==> src/rtl/vga_timing.sv <==
// VGA raster generator: pixel/line counters, registered sync and blanked RGB.
// Define VGA_FRAME_CNT_EN to add the 16-bit frame_count output.
module vga_timing #(
  parameter int unsigned H_VISIBLE = 640,
  parameter int unsigned H_FRONT   = 16,
  parameter int unsigned H_SYNC    = 96,
  parameter int unsigned H_BACK    = 48,
  parameter int unsigned V_VISIBLE = 480,
  parameter int unsigned V_FRONT   = 10,
  parameter int unsigned V_SYNC    = 2,
  parameter int unsigned V_BACK    = 33
) (
  input  logic       clk,
  input  logic       rst_n,
  input  logic [5:0] color,
  input  logic       display_enable,
  output logic [9:0] colPos,
  output logic [9:0] rowPos,
  output logic       visible,
  output logic       hsync,
  output logic       vsync,
  output logic [5:0] rgb,
`ifdef VGA_FRAME_CNT_EN
  output logic [15:0] frame_count,
`endif
  output logic       frame_start
);

  localparam int unsigned H_TOTAL = H_VISIBLE + H_FRONT + H_SYNC + H_BACK;
  localparam int unsigned V_TOTAL = V_VISIBLE + V_FRONT + V_SYNC + V_BACK;

  if (H_TOTAL > 1024 || V_TOTAL > 1024) begin : g_total_check
    $error("vga_timing: H_TOTAL or V_TOTAL exceeds the 10-bit counter range");
  end

  localparam logic [9:0] HLast      = 10'(H_TOTAL - 1);
  localparam logic [9:0] VLast      = 10'(V_TOTAL - 1);
  localparam logic [9:0] HVis       = 10'(H_VISIBLE);
  localparam logic [9:0] VVis       = 10'(V_VISIBLE);
  localparam logic [9:0] HSyncStart = 10'(H_VISIBLE + H_FRONT);
  localparam logic [9:0] HSyncEnd   = 10'(H_VISIBLE + H_FRONT + H_SYNC);
  localparam logic [9:0] VSyncStart = 10'(V_VISIBLE + V_FRONT);
  localparam logic [9:0] VSyncEnd   = 10'(V_VISIBLE + V_FRONT + V_SYNC);

  logic [9:0] col_q, col_d, row_q, row_d;
  logic       h_wrap, v_wrap, hsync_c, vsync_c, frame_end;
  logic [5:0] rgb_d;

  always_comb begin
    h_wrap    = (col_q == HLast);
    v_wrap    = (row_q == VLast);
    frame_end = h_wrap && v_wrap;
    col_d     = h_wrap ? 10'd0 : col_q + 10'd1;
    row_d     = row_q;
    if (h_wrap) begin
      row_d = v_wrap ? 10'd0 : row_q + 10'd1;
    end
    visible = (col_q < HVis) && (row_q < VVis);
    hsync_c = !((col_q >= HSyncStart) && (col_q < HSyncEnd));
    // Evaluated per pixel, so vsync edges fall on colPos 0 of the sync lines.
    vsync_c = !((row_q >= VSyncStart) && (row_q < VSyncEnd));
    rgb_d   = (visible && display_enable) ? color : 6'd0;
  end

  always_ff @(posedge clk) begin
    if (!rst_n) begin
      col_q       <= 10'd0;
      row_q       <= 10'd0;
      hsync       <= 1'b1;
      vsync       <= 1'b1;
      rgb         <= 6'd0;
      frame_start <= 1'b0;
    end else begin
      col_q       <= col_d;
      row_q       <= row_d;
      hsync       <= hsync_c;
      vsync       <= vsync_c;
      rgb         <= rgb_d;
      frame_start <= frame_end;
    end
  end

`ifdef VGA_FRAME_CNT_EN
  logic [15:0] frame_count_q;

  // Steps on the same edge that raises frame_start; wraps naturally at 16 bits.
  always_ff @(posedge clk) begin
    if (!rst_n) begin
      frame_count_q <= 16'd0;
    end else if (frame_end) begin
      frame_count_q <= frame_count_q + 16'd1;
    end
  end

  assign frame_count = frame_count_q;
`endif

  assign colPos = col_q;
  assign rowPos = row_q;

endmodule

==> config.mk <==
export PLATFORM = sky130hd
export DESIGN_NAME = vga_timing
export DESIGN_NICKNAME = d
export VERILOG_FILES = /design/src/rtl/vga_timing.sv
export SDC_FILE = /design/constraint.sdc
export NUM_CORES = 1
export LEC_CHECK = 0
export BUFFER_PORTS_ARGS = -buffer_cell sky130_fd_sc_hd__buf_4
export CAP_MARGIN = 10
export CELL_PAD_IN_SITES_DETAIL_PLACEMENT = 0
export CELL_PAD_IN_SITES_GLOBAL_PLACEMENT = 2
export CORE_ASPECT_RATIO = 1.75
export CORE_MARGIN = 3
export CORE_UTILIZATION = 29
export DETAILED_ROUTE_END_ITERATION = 8
export PLACE_DENSITY = 0.75
export SLEW_MARGIN = 5
export SYNTH_ARGS = -nofsm -noshare
export SYNTH_HDL_FRONTEND = slang
export SYNTH_SLANG_ARGS = --single-unit
==> constraint.sdc <==
create_clock -name clk -period 2.37 [get_ports clk]
set_clock_uncertainty 0.1 [all_clocks]
set_input_delay 0.474 -clock clk [delete_from_list [all_inputs] [get_ports clk]]
set_output_delay 0.474 -clock clk [all_outputs]
set_load 0.005 [all_outputs]
After elaboration in Yosys (flattened, before gate mapping)
Cells that the tools add are included.
{"block": "word_totals", "ff_bits": 29, "mem_count": 0, "mem_bits_rw": 0, "latchBits": 0, "inputBits": 9, "mem_bits_ro": 0}
{"block": "classes", "n_addsub": 2, "eq_ne": 2, "n_bitwise": 1, "mul": 0, "n_mux": 1, "div_mod_pow": 0, "magnitude_cmp": 6, "shift": 0, "n_reduce_logical": 9}
{"operator": "10-bit by 1-bit adder with 10-bit output (second input constant)", "n": 2}
{"operator": "10-bit == test (second input constant)", "n": 2}
{"operator": "10-bit less-than comparator (second input constant)", "n": 2}
{"operator": "10-bit by 9-bit less-than comparator with 1-bit output (second input constant)", "n": 2}
{"operator": "10-bit >= comparator (second input constant)", "n": 1}
{"operator": "10-bit by 9-bit >= comparator with 1-bit output (second input constant)", "n": 1}
{"operator": "10-bit two-way mux", "n": 1}
{"operator": "1-bit logical AND", "n": 5}
{"operator": "1-bit zero test", "n": 2}
{"operator": "2-bit AND reduction", "n": 1}
{"operator": "2-bit OR reduction", "n": 1}
{"operator": "1-bit inverter", "n": 1}

Depth between registers and ports, before layout
Gate-level depths: netlist of run 1.
{"block": "logic_depth", "word_depth": 4, "ltp_mapped": 6}

Worst setup path before layout of run 1
OpenSTA, ideal clock, no wires.
{"block": "synth_path", "path_kind": "register -> register", "from": "reg col_q[0], in the netlist colPos[0]", "to": "reg row_q[6], in the netlist rowPos[6]", "slack_ns": 0.310, "path_stages_with_launch": 7, "t_arrival_ns": 1.887, "path_buffers": 1, "t_required_ns": 2.197, "path_cell_list": "dfxtp_1 ha_1 nand4_2 or4_1 buf_2 or4_1 a21oi_1"}
{"block": "synth_between", "elab_chain_len": 1}
{"element": "start: declaration", "line": "45", "rtl": "logic [9:0] col_q, col_d, row_q, row_d;"}
{"element": "start signal: assignment", "line": "74", "rtl": "col_q <= col_d;"}
{"element": "10-bit == test", "line": "50", "rtl": "h_wrap = (col_q == HLast);"}
{"element": "end signal: assignment", "line": "75", "rtl": "row_q <= row_d;"}
{"element": "end: declaration", "line": "45"}
No other way between the ends.
A chain may end at the register's enable or synchronous reset.

Worst setup path after layout of run 1
Ends and elaborated chain as after synthesis.

==> qor.json, run 1 <==
{
  "logic_synthesis": {
    "synth_cells": 134,
    "synth_ff_type": "sky130_fd_sc_hd__dfxtp_1",
    "mappedNetlistNets": 147,
    "post_synthesis_instance_area_um2": 1240,
    "ys_ff_latch": 29,
    "synth_async_sr_flop_share_pct": 0,
    "synth.avg_cell_area_um2": 9.29,
    "synth-edff-count": 0,
    "largest_area_contributor_in_the_netlist": "sky130_fd_sc_hd__dfxtp_1",
    "count_of_unique_library_cells_instantiated_by_yosys": 32,
    "synth_sequential_area_ratio_pct": 46.6,
    "synth_top_cells_by_area": "sky130_fd_sc_hd__dfxtp_1 (47%), sky130_fd_sc_hd__and2_1 (5.0%), sky130_fd_sc_hd__xnor2_1 (4.2%)",
    "netlist.area_leader.share_pct": 46.6,
    "yosysWarningCount": 0
  },
  "power": {
    "power.net_switching_mw": 0.215,
    "internal_power_mw": 0.785,
    "pwr-share-clk_pct": 45.0,
    "cellLeakagePower_nw": 0.742,
    "p_sw_share_pct": 21.5,
    "comb_power_share_pct": 4.7,
    "seq_power_share_pct": 50.3,
    "irDropWorstVdd_mv": 0.373,
    "total_power_mw": 1.00,
    "cell_pwr_density_nw_per_um2": 579
  },
  "clock_network": {
    "clk_path_buf_depth": 2,
    "htree_levels": 2,
    "tritoncts": "built",
    "worst_skew_pair.late_latency_ps": 280,
    "root_buffer": "sky130_fd_sc_hd__clkbuf_8",
    "holdBufCountCts": 0,
    "clkSlewWorstSetupHoldPaths_ps": 60,
    "cts-buffers-inserted": 5,
    "tritoncts_num_sinks": 29
  },
  "routing": {
    "detail_route.first_pass.iterations": 4,
    "routed-via-count": 1121,
    "route.final.wire_length_um": 3240,
    "wl_met1_um": 1210,
    "detail-route-antenna-nets": 0,
    "met2_wirelength_um": 1830,
    "met3WireLength_um": 137,
    "highest_layer": "met4",
    "drc": 0,
    "via_per_inst": 4.85,
    "detailedRoute.firstIterationViolations": 19,
    "avgRoutedWirePerCell_um": 14.0
  },
  "floorplanning": {
    "die-height_um": 92.7,
    "die_area_um2": 5150,
    "design.core.area_um2": 4020,
    "dieWidth_um": 55.5,
    "boundaryPins": 39,
    "std_cell_rows": 30,
    "starting_density_of_the_core_pct": 31.0
  },
  "layout": {
    "layout.area.seq_um2": 581,
    "multiInputGateArea_um2": 632,
    "syn_to_final_growth_pct": 38.7,
    "drive_above_1_share_pct": 30.6,
    "final_net_count": 195,
    "n_antenna_cell": 0,
    "finalCoreUtilization_pct": 43.0,
    "layout.cells.non_filler": 231,
    "n_fill_cell": 426
  },
  "global_route": {
    "grt_start_max_net_pins": 10,
    "grt_overflow": 0,
    "grt_pass1_wl_um": 5180,
    "grt_pass1_vias": 1088,
    "grtUsageTotal_pct": 13.1,
    "antenna_found_initial": 0
  },
  "setup_path": {
    "critical-path-slowest-cell": "sky130_fd_sc_hd__or4_4",
    "arrival_time_of_the_worst_setup_path_ps": 2230,
    "r2r_setup_slack_ps": 250,
    "worst_setup_path_startpoint": "colPos[0]$_SDFF_PP0_",
    "timing.critical_path.slowest_cell_delay_ps": 560,
    "path_cells": "ha_1 > nand4_2 > or4_4 > or4_1 > a21oi_1",
    "start_to_end_type_of_the_worst_setup_path": "reg -> reg",
    "worstPathRequired_ps": 2480,
    "end_kind": "flop",
    "r2r.worst_path.cells": 5,
    "cpLargestDelayFamily": "simple AND/OR/NAND/NOR gates",
    "timing.critical_path.buf_inv": 0,
    "critical_path.reg2reg.startpoint": "colPos[0]$_SDFF_PP0_",
    "critical_path_cell_count": 5,
    "timing.rr.end": "rowPos[6]$_SDFFE_PN0N_",
    "worst-path-max-fanout": 7,
    "worst_setup_path_endpoint": "rowPos[6]$_SDFFE_PN0N_",
    "kind_of_start_point_of_the_critical_path": "flop"
  },
  "status": {
    "status": "finished, final reports clean"
  },
  "timing": {
    "final_max_slew_viol_count": 0,
    "hold_viol_final": 0,
    "setup-tns-final_ps": 0,
    "finalCritPeriodShare_pct": 89.3,
    "max_clock_freq_mhz": 473,
    "unrepaired_setup_endpoints_after_global_routing": "no",
    "worst_slew_margin_rel_pct": 76.6,
    "worst-slew-pin-transition_ps": 348,
    "final_setup_violations": 0,
    "post-route-min-period_ps": 2120,
    "final.setup.worst_slack_ps": 254
  },
  "placement": {
    "dp_worst_setup_slack_ps": 175,
    "io_buffers": 38,
    "numPlacedInstances": 223,
    "dpl.hpwl_um": 2480,
    "gp_congestion": 0.734
  },
  "run": {
    "max_cap_violations": 0
  },
  "min_path": {
    "hold_class": "in -> reg",
    "holdCritStartpoint": "color[0]"
  }
}
[power by group through the flow]
| stage | Sequential, mW | Clock, mW | Combinational (mW) |
|---|---|---|---|
| finish | 0.503 | 0.450 | 0.0466 |
| global route | 0.504 | 0.487 | 0.0524 |
| CTS | 0.503 | 0.468 | 0.0478 |
| detailed placement | 0.514 | 0 | 0.0476 |
| global placement | 0.513 | 0 | 0.0458 |
| floorplan | 0.514 | 0 | 0.0143 |
[logic make-up (layout without fill, tap and decap cells)]
group | Yosys count | after routing | synth area share [%]
buffers and inverters | 9 | 58 | 2.91
muxes | 1 | 1 | 0.804
DFF | 29 | 29 | 46.6
AOI/OAI and AO/OA | 13 | 13 | 5.83
adders and majority gates | 4 | 4 | 4.02
and+or+nand+nor | 66 | 66 | 31.4
xor gates and xnor gates | 12 | 12 | 8.44
[per-layer routing]
metal  track usage (%)  vias to the layer above
li1                  -                      564
met1              12.4                      524
met2              25.4                       27
met3              3.63                        6
met4              5.48                        0
met5                 0                        -
[cell usage after synthesis (3+ instances only)]
master,n
sky130_fd_sc_hd__and2_1,10
sky130_fd_sc_hd__nand4_1,4
sky130_fd_sc_hd__a21oi_1,5
sky130_fd_sc_hd__xor2_1,6
sky130_fd_sc_hd__dfxtp_1,29
sky130_fd_sc_hd__or3_1,4
sky130_fd_sc_hd__nor4_1,3
sky130_fd_sc_hd__nand2_1,8
sky130_fd_sc_hd__o21ai_0,4
sky130_fd_sc_hd__inv_1,6
sky130_fd_sc_hd__or4_1,5
sky130_fd_sc_hd__nand3_1,6
sky130_fd_sc_hd__xnor2_1,6
sky130_fd_sc_hd__ha_1,4
sky130_fd_sc_hd__nor2_1,12
[timing repair]
item                                    in CTS  in global routing
setup buffers                                0                  0
resized for setup                            0                  1
endpoints found under the setup margin       0                  1
[state kept, by name, indices dropped and copies added (netlist names)]
signal / cells
colPos: 10
rowPos: 10
rgb: 6
frame_start: 1
hsync: 1
vsync: 1
[cells in the final DEF (no fill, tap or decap), types with 2 or more instances in the layout]
cell	n
sky130_fd_sc_hd__nor2_1	12
sky130_fd_sc_hd__or3_1	4
sky130_fd_sc_hd__and2_1	10
sky130_fd_sc_hd__clkbuf_8	7
sky130_fd_sc_hd__nand3b_1	2
sky130_fd_sc_hd__buf_4	44
sky130_fd_sc_hd__nand4_1	4
sky130_fd_sc_hd__o31ai_1	2
sky130_fd_sc_hd__ha_1	4
sky130_fd_sc_hd__nor2b_1	2
sky130_fd_sc_hd__dfxtp_1	29
sky130_fd_sc_hd__a21oi_1	5
sky130_fd_sc_hd__nand3_1	6
sky130_fd_sc_hd__inv_1	6
sky130_fd_sc_hd__and4_1	2
sky130_fd_sc_hd__or4_1	4
sky130_fd_sc_hd__o21ai_0	4
sky130_fd_sc_hd__nor4_1	3
sky130_fd_sc_hd__xnor2_1	6
sky130_fd_sc_hd__nand2_1	8
sky130_fd_sc_hd__xor2_1	6
[layout make-up]
class	instances	area share, %
multi-input combinational	96	36.6
tap	48	3.48
clock buffer	7	5.58
clock inverter	1	0.290
inverter	6	1.30
sequential	29	33.6
timing repair buffer	44	19.1
[metrics by stage]
step / hold WS (ps) / area [um2]
5_1_grt: 288 / 1730
3_3_place_gp: 363 / 1620
6_report: 294 / 1730
2_1_floorplan: 363 / 1240
3_5_place_dp: 396 / 1620
4_1_cts: 286 / 1720
[how the worst min path moves through the flow]
stage / slack [ps] / cells after the start / to
after floorplan: 360 / 1 / colPos[0]$_SDFF_PP0_
after global placement: 360 / 1 / colPos[0]$_SDFF_PP0_
after detailed placement: 400 / 1 / colPos[0]$_SDFF_PP0_
after CTS: 290 / 2 / rgb[0]$_SDFF_PN0_
after global routing: 290 / 2 / rgb[0]$_SDFF_PN0_
final: 290 / 2 / rgb[0]$_SDFF_PN0_
No activity file was read; power rests on OpenSTA's default activity.
==> inputs of run 2 (changes only) <==
==> constraint.sdc (replaced) <==
create_clock -name clk -period 2.2 [get_ports clk]
set_clock_uncertainty 0.1 [all_clocks]
set_input_delay 0.44 -clock clk [delete_from_list [all_inputs] [get_ports clk]]
set_output_delay 0.44 -clock clk [all_outputs]
set_load 0.005 [all_outputs]
==> qor.json, run 2 (same netlist as run 1, synthesis figures left out) <==
{
  "placement": {
    "dp_worst_setup_slack": {"value": 72.2, "unit": "ps", "change": "-103 ps"},
    "io_buffers": {"value": 38, "change": "unchanged"},
    "gp_congestion": {"value": 0.710, "change": "-3.2%"},
    "dpl.hpwl": {"value": 2500, "unit": "um", "change": "+0.54%"}
  },
  "timing": {
    "worst_hold_slack": {"value": 261, "unit": "ps", "change": "-33.7 ps"},
    "final.setup.worst_slack": {"value": 180, "unit": "ps", "change": "-73.8 ps"},
    "finalCritPeriodShare": {"value": 91.8, "unit": "%", "change": "+2.5 points"},
    "worst_slew_margin_rel": {"value": 79.9, "unit": "%", "change": "+3.4 points"},
    "final_setup_violations": {"value": 0, "change": "unchanged"},
    "unrepaired_setup_endpoints_after_global_routing": "no",
    "worst-slew-pin-transition": {"value": 298, "unit": "ps", "change": "-49.9 ps"},
    "hold_viol_final": {"value": 0, "change": "unchanged"},
    "max_clock_freq": {"value": 495, "unit": "MHz", "change": "+4.8%"},
    "setup-tns-final": {"value": 0, "unit": "ps", "change": "unchanged"},
    "post-route-min-period": {"value": 2020, "unit": "ps", "change": "-96.2 ps"},
    "final_max_slew_viol_count": {"value": 0, "change": "unchanged"}
  },
  "layout": {
    "syn_to_final_growth_pct": 42.0,
    "finalCoreUtilization": {"value": 44.0, "unit": "%", "change": "+1.0 points"},
    "mostFrequentLayoutCells": "sky130_fd_sc_hd__buf_4 (49), sky130_fd_sc_hd__dfxtp_1 (28), sky130_fd_sc_hd__nor2_1 (12), sky130_fd_sc_hd__and2_1 (10), sky130_fd_sc_hd__nand2_1 (8)",
    "final_net_count": {"value": 200, "change": "+2.6%"},
    "n_antenna_cell": {"value": 0, "change": "unchanged"},
    "n_fill_cell": {"value": 402, "change": "-5.6%"},
    "drive_above_1_share": {"value": 33.5, "unit": "%", "change": "+2.9 points"},
    "layout_commonest_cell": "sky130_fd_sc_hd__buf_4"
  },
  "global_route": {
    "grt.met3_usage": {"value": 3.63, "unit": "%", "change": "unchanged"},
    "grt_overflow": {"value": 0, "change": "unchanged"},
    "grt_start_max_net_pins": {"value": 11, "change": "+1"},
    "grt_pass1_vias": {"value": 1103, "change": "+1.4%"},
    "grtUsageTotal": {"value": 13.3, "unit": "%", "change": "+0.19 points"},
    "antenna_found_initial": {"value": 0, "change": "unchanged"},
    "groute.layer.met2.usage": {"value": 24.6, "unit": "%", "change": "-0.79 points"},
    "grt_pass1_wl": {"value": 5370, "unit": "um", "change": "+3.6%"},
    "grt.busiest_layer": "met2",
    "groute.layer.met1.usage": {"value": 13.7, "unit": "%", "change": "+1.3 points"}
  },
  "clock_network": {
    "tritoncts_num_sinks": {"value": 29, "change": "unchanged"},
    "cts-buffers-inserted": {"value": 5, "change": "unchanged"},
    "htree_levels": {"value": 2, "change": "unchanged"},
    "clkSlewWorstSetupHoldPaths": {"value": 60, "unit": "ps", "change": "about the same"},
    "worst_skew_pair.late_latency": {"value": 280, "unit": "ps", "change": "about the same"},
    "clk_path_buf_depth": {"value": 2, "change": "unchanged"},
    "holdBufCountCts": {"value": 0, "change": "unchanged"},
    "post-cts-setup-buffers": {"value": 0, "change": "unchanged"},
    "root_buffer": "sky130_fd_sc_hd__clkbuf_8",
    "tritoncts": "built"
  },
  "floorplanning": {
    "starting_density_of_the_core": {"value": 31.0, "unit": "%", "change": "unchanged"},
    "die_area": {"value": 5150, "unit": "um2", "change": "unchanged"},
    "die-height": {"value": 92.7, "unit": "um", "change": "unchanged"},
    "dieWidth": {"value": 55.5, "unit": "um", "change": "unchanged"},
    "design.core.area": {"value": 4020, "unit": "um2", "change": "unchanged"},
    "boundaryPins": {"value": 39, "change": "unchanged"},
    "std_cell_rows": {"value": 30, "change": "unchanged"}
  },
  "routing": {
    "detail_route.first_pass.iterations": {"value": 4, "change": "unchanged"},
    "routed-via-count": {"value": 1125, "change": "+0.36%"},
    "route.final.wire_length": {"value": 3250, "unit": "um", "change": "+0.18%"},
    "detail-route-antenna-nets": {"value": 0, "change": "unchanged"},
    "via_per_inst": {"value": 4.77, "change": "-1.8%"},
    "avgRoutedWirePerCell": {"value": 13.8, "unit": "um", "change": "-1.9%"},
    "detailedRoute.firstIterationViolations": {"value": 14, "change": "-5"},
    "drc": {"value": 0, "change": "unchanged"}
  },
  "status": {
    "status": "finished, final reports clean"
  },
  "power": {
    "seq_power_share": {"value": 50.0, "unit": "%", "change": "-0.3 points"},
    "pwr-share-clk": {"value": 44.9, "unit": "%", "change": "about the same"},
    "irDropWorstVdd": {"value": 0.329, "unit": "mV", "change": "-12%"},
    "comb_power_share": {"value": 5.0, "unit": "%", "change": "+0.3 points"},
    "p_sw_share": {"value": 21.5, "unit": "%", "change": "about the same"},
    "cellLeakagePower": {"value": 0.764, "unit": "nW", "change": "+3.1%"},
    "total_power": {"value": 1.08, "unit": "mW", "change": "+8.1%"},
    "power.net_switching": {"value": 0.232, "unit": "mW", "change": "+8.2%"},
    "internal_power": {"value": 0.848, "unit": "mW", "change": "+8.1%"},
    "cell_pwr_density": {"value": 611, "unit": "nW/um2", "change": "+5.6%"}
  },
  "setup_path": {
    "critical-path-slowest-cell": "sky130_fd_sc_hd__or4_4",
    "start_to_end_type_of_the_worst_setup_path": "reg -> reg",
    "worst-path-max-fanout": {"value": 6, "change": "-1"},
    "kind_of_start_point_of_the_critical_path": "flop",
    "arrival_time_of_the_worst_setup_path": {"value": 2130, "unit": "ps", "change": "-100 ps"},
    "worstPathRequired": {"value": 2310, "unit": "ps", "change": "-170 ps"},
    "path_cells": "ha_2 > nand4_2 > or4_4 > or4_1 > a21oi_1",
    "timing.critical_path.slowest_cell_delay": {"value": 550, "unit": "ps", "change": "about the same"},
    "end_kind": "flop"
  },
  "min_path": {
    "hold_class": "in -> reg"
  },
  "run": {
    "max_cap_violations": {"value": 0, "change": "unchanged"}
  }
}
==> run 2: cell count changes in the layout (fill, tap and decap cells not counted) <==
cell,before,now
sky130_fd_sc_hd__buf_4,44,49
sky130_fd_sc_hd__dfxtp_1,29,28
sky130_fd_sc_hd__dfxtp_2,0,1
sky130_fd_sc_hd__ha_1,4,3
sky130_fd_sc_hd__ha_2,0,1
==> run 2: area by class of cell <==
class	count	area [um2]	share of cell area, %
inverter	6	22.5	1.27
clock inverter	1	5.00	0.283
tap	48	60.1	3.40
multi-input combinational	96	634	35.9
clock buffer	7	96.3	5.45
sequential	29	582	32.9
timing repair buffer	49	368	20.8
==> run 2: timing repair <==
action | CTS | global route
endpoints found under the setup margin | 0 | 3
hold endpoints to repair | 0 | 0
resized for setup | 0 | 3
==> run 2: through the flow <==
step / std cells / area, um2
after floorplan: 134 / 1240
after global placement: 228 / 1660
after detailed placement: 228 / 1660
after CTS: 236 / 1760
after global routing: 236 / 1770
final: 236 / 1770
==> run 2: routing by layer <==
| layer | vias to the layer above | part of all wire (%) |
|---|---|---|
| li1 | 570 | - |
| met1 | 529 | 39 |
| met2 | 22 | 57 |
| met3 | 4 | 3.4 |
| met4 | 0 | 1.1 |
| met5 | - | 0 |
==> run 2: final timing paths <==
kind	from	end	cells past startpoint	slack [ps]
worst max register to register	colPos[1]$_SDFF_PP0_	rowPos[6]$_SDFFE_PN0N_	5	180
worst max-delay path	colPos[1]$_SDFF_PP0_	rowPos[6]$_SDFFE_PN0N_	5	180
worst min-delay path	color[1]	rgb[1]$_SDFF_PN0_	2	260
worst min register to register	rowPos[8]$_SDFFE_PN0N_	rowPos[8]$_SDFFE_PN0N_	2	430
==> run 2: critical path: cells and delay by family (launching register included) <==
| family | cells | cell delay, ps |
|---|---|---|
| adder cells (fa/ha/maj) | 1 | 230 |
| flip-flops | 1 | 360 |
| AND/OR/NAND/NOR | 3 | 1110 |
| AO/OA/AOI/OAI | 1 | 160 |
==> run 2: power by group through the flow <==
| stage | clock, mW | sequential (mW) | combinational (mW) |
|---|---|---|---|
| finish | 0.486 | 0.540 | 0.0545 |
| global route | 0.520 | 0.541 | 0.0610 |
| detailed placement | 0 | 0.551 | 0.0554 |
| global placement | 0 | 0.550 | 0.0546 |
| CTS | 0.503 | 0.540 | 0.0555 |
| floorplan | 0 | 0.554 | 0.0154 |
==> inputs of run 3 (changes only) <==
--- a/config.mk
+++ b/config.mk
@@ -12,8 +12,10 @@
 export CORE_ASPECT_RATIO = 1.75
 export CORE_MARGIN = 3
 export CORE_UTILIZATION = 29
+export CTS_CLUSTER_SIZE = 16
 export DETAILED_ROUTE_END_ITERATION = 8
 export PLACE_DENSITY = 0.75
+export SETUP_SLACK_MARGIN = 0.4
 export SLEW_MARGIN = 5
 export SYNTH_ARGS = -nofsm -noshare
 export SYNTH_HDL_FRONTEND = slang
==> qor.json, run 3 (same netlist as run 1, synthesis figures left out) <==
{
  "status": {
    "status": "finished, final reports clean"
  },
  "layout": {
    "syn_to_final_growth_pct": 55.8,
    "drive_above_1_share": {"value": 44.4, "unit": "%", "change": "+11 points"},
    "mostFrequentLayoutCells": "sky130_fd_sc_hd__buf_4 (58), sky130_fd_sc_hd__dfxtp_1 (19), sky130_fd_sc_hd__nor2_1 (12), sky130_fd_sc_hd__and2_1 (10), sky130_fd_sc_hd__nand2_1 (8)",
    "multiInputGateArea": {"value": 709, "unit": "um2", "change": "+12%"},
    "final_net_count": {"value": 210, "change": "+5.0%"},
    "n_fill_cell": {"value": 400, "change": "-0.50%"},
    "n_antenna_cell": {"value": 0, "change": "unchanged"},
    "finalInstanceArea": {"value": 1940, "unit": "um2", "change": "+9.7%"},
    "layout.area.seq": {"value": 611, "unit": "um2", "change": "+4.9%"},
    "finalCoreUtilization": {"value": 48.3, "unit": "%", "change": "+4.3 points"},
    "layout_commonest_cell": "sky130_fd_sc_hd__buf_4"
  },
  "setup_path": {
    "worst-path-max-fanout": {"value": 5, "change": "-1"},
    "timing.rr.end": "rowPos[6]$_SDFFE_PN0N_",
    "r2r.worst_path.cells": {"value": 4, "change": "-1"},
    "r2r_setup_slack": {"value": 350, "unit": "ps", "change": "+170 ps"},
    "arrival_time_of_the_worst_setup_path": {"value": 1960, "unit": "ps", "change": "-170 ps"},
    "critical_path.reg2reg.startpoint": "colPos[5]$_SDFF_PP0_",
    "start_to_end_type_of_the_worst_setup_path": "reg -> reg",
    "timing.critical_path.slowest_cell_delay": {"value": 540, "unit": "ps", "change": "about the same"},
    "path_cells": "or2_4 > or4_4 > or4_1 > a21oi_1",
    "kind_of_start_point_of_the_critical_path": "flop",
    "critical-path-slowest-cell": "sky130_fd_sc_hd__or4_4",
    "timing.critical_path.buf_inv": {"value": 0, "change": "unchanged"},
    "cpLargestDelayFamily": "simple AND/OR/NAND/NOR gates",
    "worstPathRequired": {"value": 2310, "unit": "ps", "change": "about the same"},
    "end_kind": "flop"
  },
  "timing": {
    "worst-slew-pin-transition": {"value": 419, "unit": "ps", "change": "+120 ps"},
    "final_max_slew_viol_count": {"value": 0, "change": "unchanged"},
    "setup-tns-final": {"value": 0, "unit": "ps", "change": "unchanged"},
    "max_clock_freq": {"value": 542, "unit": "MHz", "change": "+9.4%"},
    "final_setup_violations": {"value": 0, "change": "unchanged"},
    "hold_viol_final": {"value": 0, "change": "unchanged"},
    "worst_slew_margin_rel": {"value": 71.8, "unit": "%", "change": "-8.1 points"},
    "post-route-min-period": {"value": 1850, "unit": "ps", "change": "-174 ps"},
    "finalCritPeriodShare": {"value": 83.9, "unit": "%", "change": "-7.9 points"},
    "unrepaired_setup_endpoints_after_global_routing": "yes",
    "worst_hold_slack": {"value": 257, "unit": "ps", "change": "-4.01 ps"}
  },
  "routing": {
    "avgRoutedWirePerCell": {"value": 14.3, "unit": "um", "change": "+4.2%"},
    "detail-route-antenna-nets": {"value": 0, "change": "unchanged"},
    "drc": {"value": 0, "change": "unchanged"},
    "routed-via-count": {"value": 1191, "change": "+5.9%"},
    "detail_route.first_pass.iterations": {"value": 4, "change": "unchanged"},
    "detailedRoute.firstIterationViolations": {"value": 16, "change": "+2"},
    "route.final.wire_length": {"value": 3530, "unit": "um", "change": "+8.6%"},
    "via_per_inst": {"value": 4.84, "change": "+1.6%"}
  },
  "floorplanning": {
    "die_area": {"value": 5150, "unit": "um2", "change": "unchanged"},
    "boundaryPins": {"value": 39, "change": "unchanged"},
    "die-height": {"value": 92.7, "unit": "um", "change": "unchanged"},
    "starting_density_of_the_core": {"value": 31.0, "unit": "%", "change": "unchanged"},
    "dieWidth": {"value": 55.5, "unit": "um", "change": "unchanged"},
    "std_cell_rows": {"value": 30, "change": "unchanged"},
    "design.core.area": {"value": 4020, "unit": "um2", "change": "unchanged"}
  },
  "clock_network": {
    "holdBufCountCts": {"value": 0, "change": "unchanged"},
    "clk_path_buf_depth": {"value": 2, "change": "unchanged"},
    "cts-buffers-inserted": {"value": 5, "change": "unchanged"},
    "worst_skew_pair.late_latency": {"value": 290, "unit": "ps", "change": "about the same"},
    "tritoncts": "built",
    "htree_levels": {"value": 2, "change": "unchanged"},
    "clkSlewWorstSetupHoldPaths": {"value": 60, "unit": "ps", "change": "about the same"},
    "tritoncts_num_sinks": {"value": 29, "change": "unchanged"},
    "root_buffer": "sky130_fd_sc_hd__clkbuf_8"
  },
  "global_route": {
    "grt_pass1_wl": {"value": 5670, "unit": "um", "change": "+5.6%"},
    "grt_start_max_net_pins": {"value": 11, "change": "unchanged"},
    "grtUsageTotal": {"value": 14.3, "unit": "%", "change": "+1.1 points"},
    "grt_pass1_vias": {"value": 1221, "change": "+11%"},
    "grt_overflow": {"value": 0, "change": "unchanged"},
    "antenna_found_initial": {"value": 0, "change": "unchanged"}
  },
  "run": {
    "max_cap_violations": {"value": 0, "change": "unchanged"}
  },
  "placement": {
    "gp_congestion": {"value": 0.724, "change": "+1.9%"},
    "io_buffers": {"value": 38, "change": "unchanged"},
    "placement.cell_area": {"value": 1650, "unit": "um2", "change": "-0.68%"},
    "dpl.hpwl": {"value": 2550, "unit": "um", "change": "+2.2%"}
  },
  "min_path": {
    "hold-path-cell-count": {"value": 2, "change": "unchanged"},
    "hold_class": "in -> reg",
    "holdCritStartpoint": "color[4]",
    "min_delay_worst_endpoint": "rgb[4]$_SDFF_PN0_"
  },
  "power": {
    "cellLeakagePower": {"value": 0.833, "unit": "nW", "change": "+8.9%"},
    "cell_pwr_density": {"value": 559, "unit": "nW/um2", "change": "-8.6%"},
    "irDropWorstVdd": {"value": 0.406, "unit": "mV", "change": "+23%"}
  }
}
run 3: worst max-delay path by stage:
stage	from	endpoint	cells past startpoint
floorplan	colPos[1]$_SDFF_PP0_	rowPos[6]$_SDFFE_PN0N_	6
global placement	rowPos[0]$_SDFFE_PN0N_	rowPos[6]$_SDFFE_PN0N_	5
detailed placement	colPos[0]$_SDFF_PP0_	rowPos[6]$_SDFFE_PN0N_	5
CTS	colPos[0]$_SDFF_PP0_	rowPos[6]$_SDFFE_PN0N_	5
global route	colPos[0]$_SDFF_PP0_	rowPos[6]$_SDFFE_PN0N_	5
finish	colPos[5]$_SDFF_PP0_	rowPos[6]$_SDFFE_PN0N_	4
run 3: power by group:
| group | switching, mW | internal [mW] | total, mW | leakage [nW] |
|---|---|---|---|---|
| registers | 0.00614 | 0.528 | 0.534 | 0.242 |
| logic | 0.0276 | 0.0358 | 0.0634 | 0.536 |
| clock network | 0.204 | 0.282 | 0.486 | 0.0542 |
| total | 0.238 | 0.846 | 1.08 | 0.833 |
run 3: what timing repair did:
| action | 4_1_cts | 5_1_grt |
|---|---|---|
| pin swaps | 9 | 5 |
| gates cloned | 0 | 1 |
| setup buffers | 11 | 3 |
| setup endpoints to repair | 11 | 12 |
| gates resized for setup | 12 | 10 |
run 3: routing by layer:
metal,GRT usage [%],wire [um],vias up
met1,13.2,1220,557
li1,-,-,598
met4,7.30,88,0
met2,27.2,2050,29
met3,4.60,179,7
met5,0,0,-
run 3: layout make-up:
class | instances | area share [%]
multi-input combinational | 97 | 36.6
inverter | 6 | 1.16
sequential | 29 | 31.5
clock inverter | 1 | 0.258
clock buffer | 7 | 4.97
tap | 48 | 3.10
timing repair buffer | 58 | 22.5
run 3: per-stage QoR:
step | setup WS [ps] | instances | power (mW)
after global routing | 314 | 246 | 1.13
final | 354 | 246 | 1.08
after detailed placement | 171 | 223 | 0.607
after global placement | 217 | 223 | 0.606
after floorplan | 284 | 134 | 0.572
after CTS | 326 | 242 | 1.10
